File: src/rtl/pwm_pkg.sv
// rtl/pwm_pkg.sv - shared constants, reset words and scheduler state for the PWM slew scheduler
package pwm_pkg;

    localparam int CH   = 4;
    localparam int CCW  = 24;
    localparam int DIVW = 16;

    localparam logic [CCW-1:0] PWM_RST_A = 24'h0F0000;
    localparam logic [CCW-1:0] PWM_RST_B = 24'h4E0000;
    localparam logic [CCW-1:0] PWM_RST_C = 24'h750000;
    localparam logic [CCW-1:0] PWM_RST_D = 24'h9C0000;

    typedef enum logic [2:0] {
        ST_IDLE  = 3'd0,
        ST_SCAN0 = 3'd1,
        ST_SCAN1 = 3'd2,
        ST_SCAN2 = 3'd3,
        ST_SCAN3 = 3'd4
    } sched_st_t;

    function automatic logic [CCW-1:0] pwm_rst_val(input logic [1:0] ch);
        case (ch)
            2'd0:    return PWM_RST_A;
            2'd1:    return PWM_RST_B;
            2'd2:    return PWM_RST_C;
            default: return PWM_RST_D;
        endcase
    endfunction

endpackage

File: src/rtl/pwm_slew_step.sv
// rtl/pwm_slew_step.sv - one bounded step of cur toward tgt, never overshooting
module pwm_slew_step
    import pwm_pkg::*;
(
    input  logic [CCW-1:0] cur,
    input  logic [CCW-1:0] tgt,
    input  logic [CCW-1:0] step,
    output logic [CCW-1:0] next,
    output logic           changed
);

    logic [CCW:0] diff;

    // Magnitude is taken in CCW+1 bits so the clamp against step can never wrap
    always_comb begin
        next = cur;
        diff = '0;
        if ({1'b0, cur} < {1'b0, tgt}) begin
            diff = {1'b0, tgt} - {1'b0, cur};
            next = cur + ((diff > {1'b0, step}) ? step : diff[CCW-1:0]);
        end else if ({1'b0, cur} > {1'b0, tgt}) begin
            diff = {1'b0, cur} - {1'b0, tgt};
            next = cur - ((diff > {1'b0, step}) ? step : diff[CCW-1:0]);
        end
        changed = (next != cur);
    end

endmodule

File: src/rtl/pwm_slew_sched.sv
// rtl/pwm_slew_sched.sv - round-robin slew-rate scheduler for four PWM DAC configuration words
module pwm_slew_sched
    import pwm_pkg::*;
(
    input  logic            clk_i,
    input  logic            rstn_i,
    input  logic            en_i,
    input  logic [DIVW-1:0] div_i,
    input  logic [CCW-1:0]  step_i,
    input  logic            tgt_wr_i,
    input  logic [1:0]      tgt_ch_i,
    input  logic [CCW-1:0]  tgt_val_i,
    output logic [CCW-1:0]  dac_a_o,
    output logic [CCW-1:0]  dac_b_o,
    output logic [CCW-1:0]  dac_c_o,
    output logic [CCW-1:0]  dac_d_o,
    output logic            busy_o,
    output logic            upd_o,
    output logic [1:0]      upd_ch_o,
    output logic            ovr_o
);

    logic [DIVW-1:0] cnt;
    logic            tick;
    sched_st_t       state, state_nx;
    logic            pend, pend_nx;
    logic            ovr_nx;
    logic            scanning;
    logic [1:0]      idx;
    logic [CCW-1:0]  cur [CH];
    logic [CCW-1:0]  tgt [CH];
    logic [CCW-1:0]  step_next;
    logic            step_changed;
    logic            busy_nx;

    // >= rather than == so a div_i lowered mid-count still wraps promptly
    assign tick = en_i && (cnt >= div_i);

    always_ff @(posedge clk_i or negedge rstn_i) begin
        if (!rstn_i) begin
            cnt <= '0;
        end else if (!en_i || tick) begin
            cnt <= '0;
        end else begin
            cnt <= cnt + 1'b1;
        end
    end

    always_ff @(posedge clk_i or negedge rstn_i) begin
        if (!rstn_i) begin
            state <= ST_IDLE;
            pend  <= 1'b0;
            ovr_o <= 1'b0;
        end else begin
            state <= state_nx;
            pend  <= pend_nx;
            ovr_o <= ovr_nx;
        end
    end

    always_comb begin
        state_nx = state;
        pend_nx  = pend;
        ovr_nx   = 1'b0;
        scanning = (state != ST_IDLE);
        idx      = 2'd0;
        case (state)
            ST_IDLE: begin
                if (en_i && (tick || pend)) begin
                    state_nx = ST_SCAN0;
                    pend_nx  = 1'b0;
                end
            end
            ST_SCAN0: begin state_nx = ST_SCAN1; idx = 2'd0; end
            ST_SCAN1: begin state_nx = ST_SCAN2; idx = 2'd1; end
            ST_SCAN2: begin state_nx = ST_SCAN3; idx = 2'd2; end
            ST_SCAN3: begin state_nx = ST_IDLE;  idx = 2'd3; end
            default:  state_nx = ST_IDLE;
        endcase
        // Only one tick can wait behind a scan; any further one is lost
        if (!en_i) begin
            pend_nx = 1'b0;
            if (scanning) state_nx = ST_IDLE;
        end else if (scanning && tick) begin
            if (pend) ovr_nx = 1'b1;
            else      pend_nx = 1'b1;
        end
    end

    pwm_slew_step u_step (
        .cur     (cur[idx]),
        .tgt     (tgt[idx]),
        .step    (step_i),
        .next    (step_next),
        .changed (step_changed)
    );

    always_comb begin
        busy_nx = 1'b0;
        for (int k = 0; k < CH; k++) begin
            busy_nx = busy_nx | (cur[k] != tgt[k]);
        end
    end

    // A target written in the cycle its channel is scanned lands after the step reads it
    always_ff @(posedge clk_i or negedge rstn_i) begin
        if (!rstn_i) begin
            for (int k = 0; k < CH; k++) begin
                cur[k] <= pwm_rst_val(2'(k));
                tgt[k] <= pwm_rst_val(2'(k));
            end
            busy_o   <= 1'b0;
            upd_o    <= 1'b0;
            upd_ch_o <= 2'd0;
        end else begin
            if (tgt_wr_i) tgt[tgt_ch_i] <= tgt_val_i;
            if (scanning) begin
                cur[idx] <= step_next;
                upd_ch_o <= idx;
            end
            upd_o  <= scanning && step_changed;
            busy_o <= busy_nx;
        end
    end

    assign dac_a_o = cur[0];
    assign dac_b_o = cur[1];
    assign dac_c_o = cur[2];
    assign dac_d_o = cur[3];

endmodule

File: config.mk
export PLATFORM = sky130hd
export DESIGN_NAME = pwm_slew_sched
export DESIGN_NICKNAME = d
export VERILOG_FILES = /design/src/rtl/pwm_pkg.sv /design/src/rtl/pwm_slew_step.sv /design/src/rtl/pwm_slew_sched.sv
export SDC_FILE = /design/constraint.sdc
export NUM_CORES = 1
export LEC_CHECK = 0
export ABC_CLOCK_PERIOD_IN_PS = 11400
export CELL_PAD_IN_SITES_DETAIL_PLACEMENT = 2
export CELL_PAD_IN_SITES_GLOBAL_PLACEMENT = 2
export CORE_MARGIN = 5
export CORE_UTILIZATION = 36
export DETAILED_ROUTE_END_ITERATION = 12
export GPL_TIMING_DRIVEN = 0
export PLACE_DENSITY_LB_ADDON = 0.1
export SETUP_SLACK_MARGIN = 0.1
export SYNTH_ARGS = -nofsm -noshare
export SYNTH_HDL_FRONTEND = slang
export SYNTH_SLANG_ARGS = --single-unit
File: constraint.sdc
create_clock -name clk_i -period 11.4 [get_ports clk_i]
set_clock_uncertainty 0.1 [all_clocks]
set_input_delay 1.71 -clock clk_i [delete_from_list [all_inputs] [get_ports clk_i]]
set_output_delay 1.71 -clock clk_i [all_outputs]
set_load 0.02 [all_outputs]
==> results of run 1 <==
==> critical path, delay by kind of cell (launching register included) <==
family / cells / cell delay, ns
flops: 1 / 0.36
simple gates: 10 / 1.93
xor+xnor: 1 / 0.16
compound gates: 27 / 5.39
buf+inv: 9 / 1.71
fa+ha+maj: 4 / 1.23
==> worst max-delay path by stage <==
stage	from	to	slack, ns	cells past startpoint
floorplan	state[0]	upd_o	1.50	49
global placement	state[0]	upd_o	-3.85	48
detailed placement	state[0]	upd_o	-4.07	48
CTS	state[2]	upd_o	0.05	48
global route	state[0]	upd_o	0.03	48
finish	state[0]	upd_o	0.30	51
==> area by class of cell <==
type | count | share of cell area
Sequential cell | 217 | 0.232
Inverter | 125 | 0.0199
Multi-Input combinational cell | 1815 | 0.566
Timing Repair Buffer | 201 | 0.0838
Tap cell | 680 | 0.0361
Buffer | 106 | 0.0250
Clock buffer | 26 | 0.0262
Clock inverter | 16 | 0.0102
==> timing repair <==
action                     in CTS  in global routing
pin swaps                      16                 13
buffers inserted               15                 14
setup endpoints to repair      97                 29
gates resized for setup       165                 74
==> state kept, by name, summed over array words and instances, names as in the netlist <==
register and count:
busy_o 1, cnt 16, dac_a_o 24, dac_b_o 24
dac_c_o 24, dac_d_o 24, ovr_o 1, pend 1
state 3, tgt 96, upd_ch_o 2, upd_o 1
==> logic make-up (layout without fill, tap and decap cells) <==
logic type | Yosys count | count (layout) | synth area share
compound gates | 651 | 651 | 0.218
xor+xnor | 222 | 222 | 0.104
mux | 109 | 109 | 0.0649
flops | 217 | 217 | 0.291
simple gates | 671 | 671 | 0.164
fa+ha+maj | 162 | 162 | 0.109
buf+inv | 238 | 474 | 0.0492
==> stage by stage <==
step                      instances  setup TNS, ns  area, sq um
after global placement         3120        -383.50        21400
after detailed placement       3122        -265.23        21400
after CTS                      3174              0        23100
after floorplan                2270              0        18800
after global routing           3186              0        23500
final                          3186              0        23500
==> placed cells by master (no fill, tap or decap), types with 43 or more instances in the layout <==
cell type / n
a21o_1: 61
a21oi_1: 164
clkbuf_1: 51
clkdlybuf4s50_1: 169
dfrtp_1: 183
ha_1: 150
inv_1: 123
mux2_2: 97
nand2_1: 291
nand3_1: 43
nor2_1: 125
o21ai_0: 176
xnor2_1: 109
xor2_1: 104
==> routing by layer <==
layer  global-route usage  part of all wire  vias up  wire, microns
li1                     -                 -     8528              -
met2                0.577              0.49      659          48300
met5                    0           0.00013        -             13
met4                0.161             0.057        2           5610
met3               0.0316             0.042      197           4150
met1                0.409              0.41     9899          40400
==> results.txt, run 1 <==
reg-to-reg startpoint = state[0]
drt drc = 0
area leader, netlist = dfrtp_1
Skew-Pair Late Insertion Delay = 0.56 ns
Synth async-reset ratio = 1.00
DR vias/cell = 6.05
hold depth = 2
CP peak stage delay = 0.50 ns
Worst-path clk slew = 0.07 ns
Mean Syn Cell Area = 8.29 sq um
R2R Path End = upd_o
Slowest cell on crit path = or4_1
Antenna Cells = 0
final number of hold-violating endpoints = 0
IO Count = 171
Detailed Route Iter0 Violations = 1340
Final period util = 0.974
Syn Std Cell Area = 18800 sq um
hold bufs inserted after CTS = 0
cell row count = 83
number of flops mapped to enable cells by yosys = 0
Crit path top cell by count = a21o_1
FF-to-FF setup slack = 0.30 ns
Routed Antenna Nets = 0
DP HPWL = 77500 microns
startpoint types = flip-flop
final net count = 2721
global-route wire length before repair = 142000 microns
layout cells sized above 1 = 0.156
Mapped Nets = 2502
initial antenna violation count = 2
largest cells by area after synthesis = dfrtp_1, ha_1, nand2_1
Initial Util = 0.365
Synth top area share = 0.243
CTS tree = built
max_cap viols = 0
Slew HR = 0.111
GRT Util Overall = 0.330
Die Ht = 239 microns
total gr overflow = 0
Worst Setup Path Type = flip-flop to flip-flop
Hold Slack = 0.433 ns
post-synthesis register bit count = 217
Fmax achieved = 0.0901 GHz
Num CTS Buffers = 23
Tmin final = 11.10 ns
Fill cells = 5628
CTS H-tree lvls = 1
largest net degree at the start of global routing = 124
Max Slew Vio Count = 0
gpl congestion = 0.997
vias in the first global route = 21155
Worst Setup End Kind = flip-flop
Most used DFF post-synth = dfrtp_1
crit path DAT = 11.38 ns
Root Driver = clkbuf_16
register area = 5470 sq um
per-cell routed wire length = 30.9 microns
Synth top cells by count = nand2_1, a21oi_1, dfrtp_1, o21ai_0, ha_1
Worst Max-Slew Pin Slew = 1.33 ns
Util after Layout = 0.456
CP Data Required Time = 11.68 ns
cell with the most instances after synthesis = nand2_1
Worst Setup Slack, final = 0.298 ns
synthesis-to-finish area growth = 25.0%
drt first pass iters = 6
status = finished, final reports clean
sequential fraction of the synthesis area = 0.291
HP Class = flip-flop to flip-flop
routed wire length = 98500 microns
Clock Path Buffers = 3
PortBufs = 170
Hold Path Origin = dac_b_o[22]
Mapped Cells = 2270
Yosys cell types = 82
crit-path max FO = 10
Setup WS pre-CTS = -4.07 ns
R2R depth = 51
DIE AREA = 57000 sq um
multi-input combinational cell area = 13300 sq um
Sink Count = 217
Die Width = 239 microns
unrepaired setup endpoints after global routing = false
Setup Viol. Count Final = 0
Hold Path End = dac_b_o[22]
Yosys warning count = 0
Core Footprint = 51600 sq um
routed vias = 19285
Power of run 1 is not shown: default switching activity piles up to over one toggle a cycle in this logic, so the estimate is an artifact.
==> run 2: changes to the inputs <==
--- a/config.mk
+++ b/config.mk
@@ -9,11 +9,13 @@
 export CELL_PAD_IN_SITES_DETAIL_PLACEMENT = 2
 export CELL_PAD_IN_SITES_GLOBAL_PLACEMENT = 2
 export CORE_MARGIN = 5
-export CORE_UTILIZATION = 36
+export CORE_UTILIZATION = 37
 export DETAILED_ROUTE_END_ITERATION = 12
 export GPL_TIMING_DRIVEN = 0
+export HOLD_SLACK_MARGIN = 0.08
 export PLACE_DENSITY_LB_ADDON = 0.1
 export SETUP_SLACK_MARGIN = 0.1
 export SYNTH_ARGS = -nofsm -noshare
 export SYNTH_HDL_FRONTEND = slang
+export SYNTH_HIERARCHICAL = 1
 export SYNTH_SLANG_ARGS = --single-unit
==> run 2 against run 1 <==
Count of clock-buffer cells in the layout increased by 4. Global-route usage fell by 4.5 points. Sequential cell count did not move. Setup slack better by 0.32 ns. Area after synthesis fell by 0.25%. Critical path depth shrank 9. Fmax rose by 2.9%. Register-to-register slack gained 0.32 ns. Critical endpoint unchanged. Highest routed layer is now met4.
==> results.txt, run 2 <==
DP HPWL = 66300 microns (-14%)
CP peak stage delay = 0.54 ns (+0.04 ns)
Root Driver = clkbuf_16
Setup WS pre-CTS = -0.557 ns (+3.51 ns)
routed vias = 17100 (-11%)
initial antenna violation count = 1 (-1)
Worst Setup Slack, final = 0.614 ns (+0.316 ns)
Die Ht = 235 microns (-1.4%)
R2R Path End = upd_o
startpoint types = flip-flop
FF-to-FF setup slack = 0.61 ns (+0.32 ns)
most frequent cells in the layout = dfrtp_1, mux2_1, nor2_1
Yosys warning count = 6 (+6)
area leader, netlist = dfrtp_1
Clock Path Buffers = 3 (unchanged)
IO Count = 171 (unchanged)
Initial Util = 0.374 (+0.00957)
GRT Util Overall = 0.285 (-0.0453)
cell row count = 82 (-1.2%)
synthesis-to-finish area growth = 18.6%
status = finished, final reports clean
Largest Register = tgt
max_cap viols = 0 (unchanged)
Worst Setup End Kind = flip-flop
gpl congestion = 0.899 (-9.8%)
crit-path max FO = 10 (unchanged)
DIE AREA = 55400 sq um (-2.8%)
Hold Path End = cnt[0]
Worst Max-Slew Pin Slew = 1.29 ns (-0.0433 ns)
R2R depth = 42 (-18%)
Setup Viol. Count Final = 0 (unchanged)
Synth top cells by count = dfrtp_1, mux2_1, nor2_1, ha_1, a21oi_1
layout cells sized above 1 = 0.0923 (-0.0637)
Core Footprint = 50200 sq um (-2.8%)
Fmax achieved = 0.0927 GHz (+2.9%)
per-cell routed wire length = 28.3 microns (-8.4%)
largest cells by area after synthesis = dfrtp_1, mux2_1, ha_1
Worst Setup SP = state[2]
Fill cells = 5372 (-4.5%)
Die Width = 235 microns (-1.4%)
Slowest cell on crit path = clkbuf_1
drt first pass iters = 5 (-1)
hold bufs inserted after CTS = 0 (unchanged)
Max Slew Vio Count = 0 (unchanged)
Worst-path clk slew = 0.07 ns (about the same)
Mapped Nets = 2262 (-9.6%)
PortBufs = 170 (unchanged)
Worst Setup Path Type = flip-flop to flip-flop
total gr overflow = 0 (unchanged)
Yosys cell types = 97 (+18%)
sequential fraction of the synthesis area = 0.291 (+0.000716)
Most used DFF post-synth = dfrtp_1
Final period util = 0.946 (-0.0278)
Synth async-reset ratio = 1.00 (unchanged)
Skew-Pair Late Insertion Delay = 0.54 ns (-0.02 ns)
Tmin final = 10.79 ns (-0.316 ns)
Mapped Cells = 2030 (-11%)
largest net degree at the start of global routing = 110 (-11%)
routed wire length = 82500 microns (-16%)
Synth top area share = 0.244 (+0.000600)
final number of hold-violating endpoints = 0 (unchanged)
crit path DAT = 11.04 ns (-0.34 ns)
number of flops mapped to enable cells by yosys = 0 (unchanged)
CTS tree = built
cell with the most instances after synthesis = dfrtp_1
Slew HR = 0.132 (+0.0211)
Mean Syn Cell Area = 9.25 sq um (+12%)
HP Class = flip-flop to flip-flop
Syn Std Cell Area = 18800 sq um (-0.25%)
post-synthesis register bit count = 217 (unchanged)
Detailed Route Iter0 Violations = 795 (-41%)
Routed Antenna Nets = 0 (unchanged)
CP Data Required Time = 11.66 ns (-0.02 ns)
hold depth = 1 (-1)
CTS H-tree lvls = 1 (unchanged)
Antenna Cells = 0 (unchanged)
Num CTS Buffers = 22 (-4.3%)
Hold Path Origin = cnt[0]
final net count = 2458 (-9.7%)
unrepaired setup endpoints after global routing = false
drt drc = 0 (unchanged)
reg-to-reg startpoint = state[2]
Sink Count = 217 (unchanged)
global-route wire length before repair = 122000 microns (-14%)
vias in the first global route = 18971 (-10%)
number of flip-flops in the largest register = 96 (unchanged)
commonest non-fill, non-tap cell in the layout = dfrtp_1
DR vias/cell = 5.87 (-3.1%)
## run 2: cell types whose count changed after synthesis, sizes merged, moves of 15 or more
cell	delta
a21o	-32
a21oi	-31
a221o	+47
a221oi	-37
buf	+30
clkbuf	-50
mux2	+98
mux2i	+50
nand2	-196
nand3	-15
nor2	+51
o21ai	-90
## run 2: through the flow
step                      hold WS, ns  instances  cell area (sq um)  TNS [ns]   util
after floorplan                 0.353       2030              18800         0      -
after global placement          0.376       2872              21300   -123.91  0.425
after detailed placement        0.381       2873              21400     -2.15  0.426
after CTS                       0.392       2916              22200         0  0.443
after global routing            0.408       2914              22300         0  0.444
final                           0.386       2914              22300         0  0.444
## run 2: layout make-up
cell class / instances / area [sq um] / share of cell area
Multi-Input combinational cell: 1600 / 12500 / 0.560
Sequential cell: 217 / 5470 / 0.246
Timing Repair Buffer: 175 / 1760 / 0.0792
Tap cell: 672 / 841 / 0.0378
Clock buffer: 30 / 672 / 0.0302
Buffer: 90 / 472 / 0.0212
Inverter: 120 / 450 / 0.0202
Clock inverter: 10 / 136 / 0.00612
## run 2: worst max-delay path: cells and delay by family, from the launching register on
family | cells | cell delay, ns
AOI/OAI and AO/OA | 18 | 4.23
and+or+nand+nor | 10 | 2.47
buffers and inverters | 8 | 1.69
adders and majority gates | 4 | 1.40
xor gates and xnor gates | 2 | 0.35
DFF | 1 | 0.33
## run 2: cells by family after synthesis
logic type	count (synthesis)	synth area share
compound gates	476	0.171
mux	257	0.150
simple gates	491	0.128
flops	217	0.291
xor+xnor	214	0.101
fa+ha+maj	162	0.110
buf+inv	213	0.0484
## run 2: how the worst max path moves through the flow
stage | to | slack (ns) | depth (start not counted)
final | upd_o | 0.61 | 42
after detailed placement | upd_o | -0.56 | 39
after CTS | upd_o | 0.12 | 42
after floorplan | upd_o | 3.00 | 43
after global placement | upd_o | -0.71 | 1
after global routing | upd_o | 0.08 | 43
## run 2: timing repair
action	4_1_cts	5_1_grt
endpoints found under the hold margin	0	0
pin swaps	1	1
resized for setup	10	32
buffers inserted	3	1
setup endpoints to repair	13	25
## run 2: routing by layer
layer,share of wire,up-vias,global-route usage
li1,-,7716,-
met1,0.43,8853,0.362
met2,0.49,388,0.498
met3,0.039,143,0.0330
met4,0.043,0,0.110
met5,0,-,0
Power of run 2 is left out for the same reason.
==> run 3: changes to the inputs <==
--- a/config.mk
+++ b/config.mk
@@ -13,6 +13,7 @@
 export DETAILED_ROUTE_END_ITERATION = 12
 export GPL_TIMING_DRIVEN = 0
 export HOLD_SLACK_MARGIN = 0.08
+export MAX_ROUTING_LAYER = met4
 export PLACE_DENSITY_LB_ADDON = 0.1
 export SETUP_SLACK_MARGIN = 0.1
 export SYNTH_ARGS = -nofsm -noshare
==> run 3 against run 2 <==
Cell area is 0.37% lower. Setup slack worse by 0.16 ns. Critical path depth is 1 higher.
==> results.txt, run 3 (synthesized netlist as in run 2, its figures left out) <==
Slowest cell on crit path = fa_1
Initial Util = 0.374 (unchanged)
Worst-path clk slew = 0.06 ns (about the same)
Worst Setup End Kind = flip-flop
GRT Util Overall = 0.295 (+0.00981)
Core Footprint = 50200 sq um (unchanged)
Die Ht = 235 microns (unchanged)
CP Data Required Time = 11.65 ns (about the same)
initial antenna violation count = 1 (unchanged)
largest net degree at the start of global routing = 119 (+8.2%)
Largest Register = tgt
max_cap viols = 0 (unchanged)
DIE AREA = 55400 sq um (unchanged)
Detailed Route Iter0 Violations = 990 (+25%)
drt drc = 0 (unchanged)
crit-path max FO = 10 (unchanged)
status = finished, final reports clean
Final period util = 0.960 (+0.0142)
Design Area, Final = 22200 sq um (-0.37%)
routed wire length = 83100 microns (+0.69%)
HP Class = flip-flop to flip-flop
Skew-Pair Late Insertion Delay = 0.52 ns (-0.02 ns)
final number of hold-violating endpoints = 0 (unchanged)
Sink Count = 217 (unchanged)
per-cell routed wire length = 28.5 microns (+0.62%)
PortBufs = 170 (unchanged)
commonest non-fill, non-tap cell in the layout = dfrtp_1
vias in the first global route = 18880 (-0.48%)
synthesis-to-finish area growth = 18.1%
hold bufs inserted after CTS = 0 (unchanged)
cell row count = 82 (unchanged)
IO Count = 171 (unchanged)
routed vias = 17082 (-0.11%)
CTS H-tree lvls = 1 (unchanged)
Setup Viol. Count Final = 0 (unchanged)
DR vias/cell = 5.86 (-0.17%)
total gr overflow = 0 (unchanged)
Worst Setup Path Type = flip-flop to flip-flop
startpoint types = flip-flop
Clock Path Buffers = 3 (unchanged)
DP HPWL = 66500 microns (+0.28%)
Root Driver = clkbuf_16
Max Slew Vio Count = 0 (unchanged)
gpl congestion = 0.947 (+5.3%)
CP peak stage delay = 0.47 ns (-0.07 ns)
most frequent cells in the layout = dfrtp_1, mux2_1, nor2_1
number of flip-flops in the largest register = 96 (unchanged)
CTS tree = built
Routed Antenna Nets = 0 (unchanged)
layout cells sized above 1 = 0.0897 (-0.00268)
global-route wire length before repair = 123000 microns (+0.72%)
final net count = 2459 (+0.041%)
Tmin final = 10.95 ns (+0.162 ns)
Placed Area = 21400 sq um (unchanged)
Slew HR = 0.161 (+0.0288)
Die Width = 235 microns (unchanged)
unrepaired setup endpoints after global routing = false
drt first pass iters = 5 (unchanged)
crit path DAT = 11.19 ns (+0.15 ns)
Fmax achieved = 0.0913 GHz (-1.5%)
Worst Max-Slew Pin Slew = 1.25 ns (-0.0428 ns)
Num CTS Buffers = 22 (unchanged)
run 3: cell types whose count changed in the layout (fill, tap and decap cells not counted), sizes merged:
cell and delta:
clkbuf +7, bufinv -3, clkinvlp -3, diode +2, buf -1, clkinv +1, inv -1
run 3: metal layers:
layer  vias up  GRT usage  part of all wire
li1       7729          -                 -
met1      8838      0.368              0.44
met2       397      0.518              0.50
met3       118     0.0213             0.029
met4         0     0.0818             0.032
met5         -          -                 0
run 3: metrics by stage:
stage	TNS [ns]	util	hold WS (ns)	setup WS [ns]	cells
final	0	0.442	0.400	0.452	2916
after global routing	0	0.442	0.433	0.132	2915
after CTS	0	0.441	0.406	0.132	2915
after detailed placement	-2.42	0.426	0.395	-0.616	2873
after global placement	-126.63	0.425	0.376	-0.731	2872
after floorplan	0	-	0.353	3.00	2030
run 3: timing repair:
item | in CTS | in global routing
buffers inserted | 3 | 0
endpoints found under the setup margin | 17 | 17
pin swaps | 1 | 1
gates resized for setup | 11 | 29
endpoints found under the hold margin | 0 | 0
gates cloned | 0 | 0
run 3: critical path: cells and delay by family (launching register included):
kind	cells	cell delay [ns]
buffers and inverters	8	1.90
adders and majority gates	4	1.29
DFF	1	0.36
and+or+nand+nor	12	2.49
xor gates and xnor gates	2	0.39
AOI/OAI and AO/OA	17	4.20
run 3: area by class of cell:
type | instances | area, sq um
inverter | 120 | 450
multi-input combinational | 1600 | 12500
fill | 5427 | 28000
antenna | 2 | 5.00
clock buffer | 35 | 701
sequential | 217 | 5470
tap | 672 | 841
clock inverter | 4 | 20.0
timing repair buffer | 174 | 1760
buffer | 92 | 477
run 3: path summary, 6_finish.rpt:
kind                       startpoint          to  slack (ns)  depth (start not counted)
setup / recovery             state[2]       upd_o        0.45                         43
hold / removal                 cnt[0]      cnt[0]        0.40                          1
setup reg to reg             state[2]       upd_o        0.45                         43
hold reg to reg                cnt[0]      cnt[0]        0.40                          1
max in group asynchronous      rstn_i     tgt[43]        8.99                          2
min in group asynchronous      rstn_i  dac_c_o[4]        1.12                          1
Power of run 3 is left out for the same reason.
